<file path="config.mk">
export PLATFORM = sky130hd
export DESIGN_NAME = axi4_sram_rfifo
export DESIGN_NICKNAME = d
export VERILOG_FILES = /design/src/rtl/axi4_sram_rfifo.sv
export SDC_FILE = /design/constraint.sdc
export NUM_CORES = 1
export LEC_CHECK = 0
export ABC_AREA = 1
export CAP_MARGIN = 10
export CORE_UTILIZATION = 49
export DETAILED_ROUTE_END_ITERATION = 6
export PLACE_DENSITY_LB_ADDON = 0.25
export SKIP_CTS_REPAIR_TIMING = 1
export SLEW_MARGIN = 20
export SYNTH_ARGS = -nofsm -noshare
export SYNTH_HDL_FRONTEND = slang
export SYNTH_SLANG_ARGS = --single-unit
</file>
<file path="constraint.sdc">
create_clock -name clk_i -period 3.6 [get_ports clk_i]
set_clock_uncertainty 0.15 [all_clocks]
set_input_delay 0.72 -clock clk_i [delete_from_list [all_inputs] [get_ports clk_i]]
set_output_delay 0.72 -clock clk_i [all_outputs]
set_load 0.05 [all_outputs]
</file>
<file path="src/rtl/axi4_sram_rfifo.sv">
// AXI4 R-channel FIFO between an SRAM controller and the read-data consumer.
// Optional zero-latency bypass when empty: define AXI4_SRAM_RFIFO_BYPASS_EN.
`ifndef AXI4_DATA_WIDTH
`define AXI4_DATA_WIDTH 32
`endif
`ifndef AXI4_ID_WIDTH
`define AXI4_ID_WIDTH 4
`endif

module axi4_sram_rfifo #(
  parameter int DEPTH = 4
) (
  input  logic                           clk_i,
  input  logic                           rst_i,
  input  logic                           s_rvalid_i,
  output logic                           s_rready_o,
  input  logic [`AXI4_DATA_WIDTH-1:0]    s_rdata_i,
  input  logic [`AXI4_ID_WIDTH-1:0]      s_rid_i,
  input  logic [1:0]                     s_rresp_i,
  input  logic                           s_rlast_i,
  output logic                           m_rvalid_o,
  input  logic                           m_rready_i,
  output logic [`AXI4_DATA_WIDTH-1:0]    m_rdata_o,
  output logic [`AXI4_ID_WIDTH-1:0]      m_rid_o,
  output logic [1:0]                     m_rresp_o,
  output logic                           m_rlast_o,
  output logic [$clog2(DEPTH):0]         count_o,
  output logic [$clog2(DEPTH):0]         burst_avail_o
);

  localparam int AW = $clog2(DEPTH);
  localparam int DW = `AXI4_DATA_WIDTH;
  localparam int IW = `AXI4_ID_WIDTH;

  typedef struct packed {
    logic [DW-1:0] data;
    logic [IW-1:0] id;
    logic [1:0]    resp;
    logic          last;
  } beat_t;

  // Handshake: a beat moves on any rising edge where valid and ready are both
  // high; valid never waits on ready, and the payload is held until accepted.

  beat_t       mem_q [DEPTH];
  logic [AW:0] wr_ptr_q, wr_ptr_d;
  logic [AW:0] rd_ptr_q, rd_ptr_d;
  logic [AW:0] burst_q, burst_d;

  beat_t s_beat;
  beat_t head;
  beat_t m_beat;
  logic  empty;
  logic  full;
  logic  bypass;
  logic  push;
  logic  pop;
  logic  push_last;
  logic  pop_last;

  assign s_beat = {s_rdata_i, s_rid_i, s_rresp_i, s_rlast_i};
  assign head   = mem_q[rd_ptr_q[AW-1:0]];

  // Pointers carry one extra wrap bit so full and empty are distinguishable.
  assign empty = (wr_ptr_q == rd_ptr_q);
  assign full  = (wr_ptr_q[AW] != rd_ptr_q[AW]) &&
                 (wr_ptr_q[AW-1:0] == rd_ptr_q[AW-1:0]);

  assign s_rready_o = ~full;

`ifdef AXI4_SRAM_RFIFO_BYPASS_EN
  assign bypass = empty & s_rvalid_i;
`else
  assign bypass = 1'b0;
`endif

  // A bypassed beat that is taken immediately never enters the buffer.
  assign push = s_rvalid_i & s_rready_o & ~(bypass & m_rready_i);
  assign pop  = ~empty & m_rready_i;

  assign push_last = push & s_rlast_i;
  assign pop_last  = pop & head.last;

  always_comb begin
    wr_ptr_d = wr_ptr_q;
    rd_ptr_d = rd_ptr_q;
    burst_d  = burst_q;
    if (push) begin
      wr_ptr_d = wr_ptr_q + 1'b1;
    end
    if (pop) begin
      rd_ptr_d = rd_ptr_q + 1'b1;
    end
    if (push_last && !pop_last) begin
      burst_d = burst_q + 1'b1;
    end else if (!push_last && pop_last) begin
      burst_d = burst_q - 1'b1;
    end
  end

  always_ff @(posedge clk_i) begin
    if (rst_i) begin
      wr_ptr_q <= '0;
      rd_ptr_q <= '0;
      burst_q  <= '0;
    end else begin
      wr_ptr_q <= wr_ptr_d;
      rd_ptr_q <= rd_ptr_d;
      burst_q  <= burst_d;
    end
  end

  // Storage is deliberately not reset; the pointers alone define what is live.
  always_ff @(posedge clk_i) begin
    if (push) begin
      mem_q[wr_ptr_q[AW-1:0]] <= s_beat;
    end
  end

  always_comb begin
    m_beat = '0;
    if (bypass) begin
      m_beat = s_beat;
    end else if (!empty) begin
      m_beat = head;
    end
  end

  assign m_rvalid_o    = ~empty | bypass;
  assign m_rdata_o     = m_beat.data;
  assign m_rid_o       = m_beat.id;
  assign m_rresp_o     = m_beat.resp;
  assign m_rlast_o     = m_beat.last;
  assign count_o       = wr_ptr_q - rd_ptr_q;
  assign burst_avail_o = burst_q;

endmodule

</file>
==> impl_metrics.csv <==
group,metric,value,unit
timing,setup_viol,0,
synth,avgSynthCellArea,12.1,um2
global_route,grt_usage,0.209,
clock_tree,clk_path_buf_depth,2,
critical_path,path_cells,"inv_1 -> ha_1 -> fa_1 -> xor2_1 -> clkdlybuf4s50_1",
routing,drtPass1Iterations,7,
status,status,"complete, no violations",
placed_design,dp_hpwl,8430,um
die,rows,42,
critical_path,startpoint_type,"register",
critical_path,reg2reg_depth,15,
synth,synthDistinctLibCells,27,
synth,synth_seq_cells,167,
die,fp.dieH,120,um
global_route,grt_max_degree,53,
routing,met3_length,788,um
clock_tree,cts-root-buf,"clkbuf_16",
routing,dr_total_vias,4460,
min_path,hold_path_class,"reg -> reg",
placed_design,place.gp.congestion,0.791,
critical_path,cpMaxStageDelayCell,"clkdlybuf4s50_1",
die,dieArea,14300,um2
critical_path,rrSetupSlack,0.50,ns
synth,syn-cell-area,6780,um2
timing,slew_violations,0,
routing,drt-vias-per-instance,5.31,
clock_tree,clock_latency,0.41,ns
die,core,13300,um2
clock_tree,cts_buffers,17,
timing,rsz0062_at_grt,"false",
clock_tree,path_clk_slew,0.06,ns
global_route,grt-ovfl-total,0,
routing,wl_met1,5830,um
clock_tree,cts_tree,"built",
routing,wl_met2,7200,um
global_route,antenna_found_initial,0,
placed_design,portBuffers,89,
routing,dr.max_layer_used,"met4",
timing,period_minus_slack,3.36,ns
timing,final.period_utilization,0.933,
critical_path,critPathMaxStageDelay,0.82,ns
power,p_leak,3.17,nW
synth,syn_nets,612,
layout,multi_input_area,1650,um2
routing,routed_wl,14000,um
routing,ant_nets,0,
synth,netlist_instances,559,
timing,worst_pin_slew,0.621,ns
critical_path,endpoint_kind,"output port",
critical_path,crit_arrival,2.49,ns
layout,antenna_cells,0,
synth,synth_seq_area_share,0.723,
job,maxCapViolations,0,
power,power_density,722,nW/um2
layout,utilization,0.663,
die,fp.dieW,120,um
routing,drtIter0Drc,334,
routing,routedWlPerCell,16.6,um
clock_tree,cts_max_level,4,
timing,finalHoldViolations,0,
global_route,grt_pass1_wl,22200,um
critical_path,worstPathMaxFanout,5,
power,irDropWorstVdd,408,uV
die,start_util,0.508,
min_path,min_path_cells,1,
timing,clock.fmax,0.298,GHz
routing,route.detailed.drc,0,
timing,postLayoutSetupSlackWorst,0.240,ns
synth,ys.warnings.count,0,
layout,final_common_cell,"nor2_1",
layout,mostFrequentLayoutCells,"nor2_1, edfxtp_1, o21ai_0, clkdlybuf4s50_1, buf_12",
placed_design,post-place-ws,0.521,ns
global_route,grt_pass1_vias,4387,
critical_path,worst_ep_required_time,2.73,ns
layout,nNetsFinal,704,
clock_tree,cts_sinks,167,
timing,relSlewSlack,0.585,
critical_path,crit_type,"reg -> out",
layout,seqCellArea,4910,um2
layout,fillers,1009,
die,num_io_pins,90,
layout,drive_gt1_frac,0.152,
layout,area_growth,30.5,%
worst max-delay path, delay by kind of cell (launching register included):
| kind | cells | cell delay [ns] |
|---|---|---|
| DFF | 1 | 0.40 |
| buffers and inverters | 2 | 0.92 |
| xor gates and xnor gates | 1 | 0.16 |
| adders and majority gates | 2 | 0.59 |
report_power, final:
group / total [W] / switching, W / internal (W)
Clock: 0.00175 / 0.000673 / 0.00108
Combinational: 0.00236 / 0.00143 / 0.000933
Sequential: 0.00227 / 0.0000391 / 0.00223
Total: 0.00639 / 0.00214 / 0.00425
cells in the mapped netlist:
library cell,instances,area share
nor2_1,170,0.094
ha_1,8,0.015
inv_2,5,0.0028
nand2_1,17,0.0094
nand2_2,2,0.0018
a21oi_2,10,0.013
buf_2,11,0.0081
edfxtp_1,156,0.69
buf_12,1,0.0030
o21ai_1,10,0.0074
o21ai_0,70,0.052
buf_1,1,0.00055
inv_1,18,0.010
a21oi_1,37,0.027
o211ai_1,2,0.0022
nand3_1,7,0.0052
fa_1,2,0.0059
nand3_4,1,0.0026
xor2_1,1,0.0013
or2_2,1,0.00092
buf_6,2,0.0033
clkbuf_2,2,0.0015
buf_4,4,0.0044
clkbuf_1,8,0.0044
clkinv_1,1,0.00055
dfxtp_1,11,0.032
nand4_1,1,0.00092
registers in the layout, indices dropped and copies added (netlist names), named ones only:
name and flops:
mem_q 156, burst_avail_o 3, rd_ptr_q 3, wr_ptr_q 3
layer usage:
layer | global-route usage | up-vias
met1 | 0.257 | 2183
met2 | 0.355 | 131
met3 | 0.0551 | 11
met5 | 0 | -
li1 | - | 2135
met4 | 0.0727 | 0
cells by family after synthesis:
group                      after synthesis  share of synthesized area
and+or+nand+nor                        199                      0.115
buffers and inverters                   53                     0.0386
xor gates and xnor gates                 1                    0.00129
AOI/OAI and AO/OA                      129                      0.101
DFF                                    167                      0.723
adders and majority gates               10                     0.0207
final cells by class:
class	instances	share of cell area
inverter	24	0.0105
sequential	167	0.555
multi-input combinational	339	0.187
clock buffer	21	0.0498
timing repair buffer	102	0.159
clock inverter	11	0.0148
tap	176	0.0249
final timing paths:
check | start | end
worst min-delay path | burst_avail_o[0]$_SDFFE_PP0P_ | burst_avail_o[0]$_SDFFE_PP0P_
worst max register to register | wr_ptr_q[0]$_SDFFE_PP0P_ | burst_avail_o[2]$_SDFFE_PP0P_
worst min register to register | burst_avail_o[0]$_SDFFE_PP0P_ | burst_avail_o[0]$_SDFFE_PP0P_
worst max-delay path | wr_ptr_q[0]$_SDFFE_PP0P_ | count_o[2]
per-stage QoR:
stage | cell area [um2] | power [W] | std cells | hold slack (ns) | setup TNS [ns]
4_1_cts | 8840 | 0.00643 | 840 | 0.395 | 0
2_1_floorplan | 6780 | 0.00363 | 559 | 0.372 | -33.93
5_1_grt | 8850 | 0.00665 | 840 | 0.428 | 0
3_5_place_dp | 8270 | 0.00468 | 808 | 0.383 | 0
3_3_place_gp | 8270 | 0.00464 | 808 | 0.346 | 0
6_report | 8850 | 0.00639 | 840 | 0.374 | 0
Power figures use the tool's default switching activity.
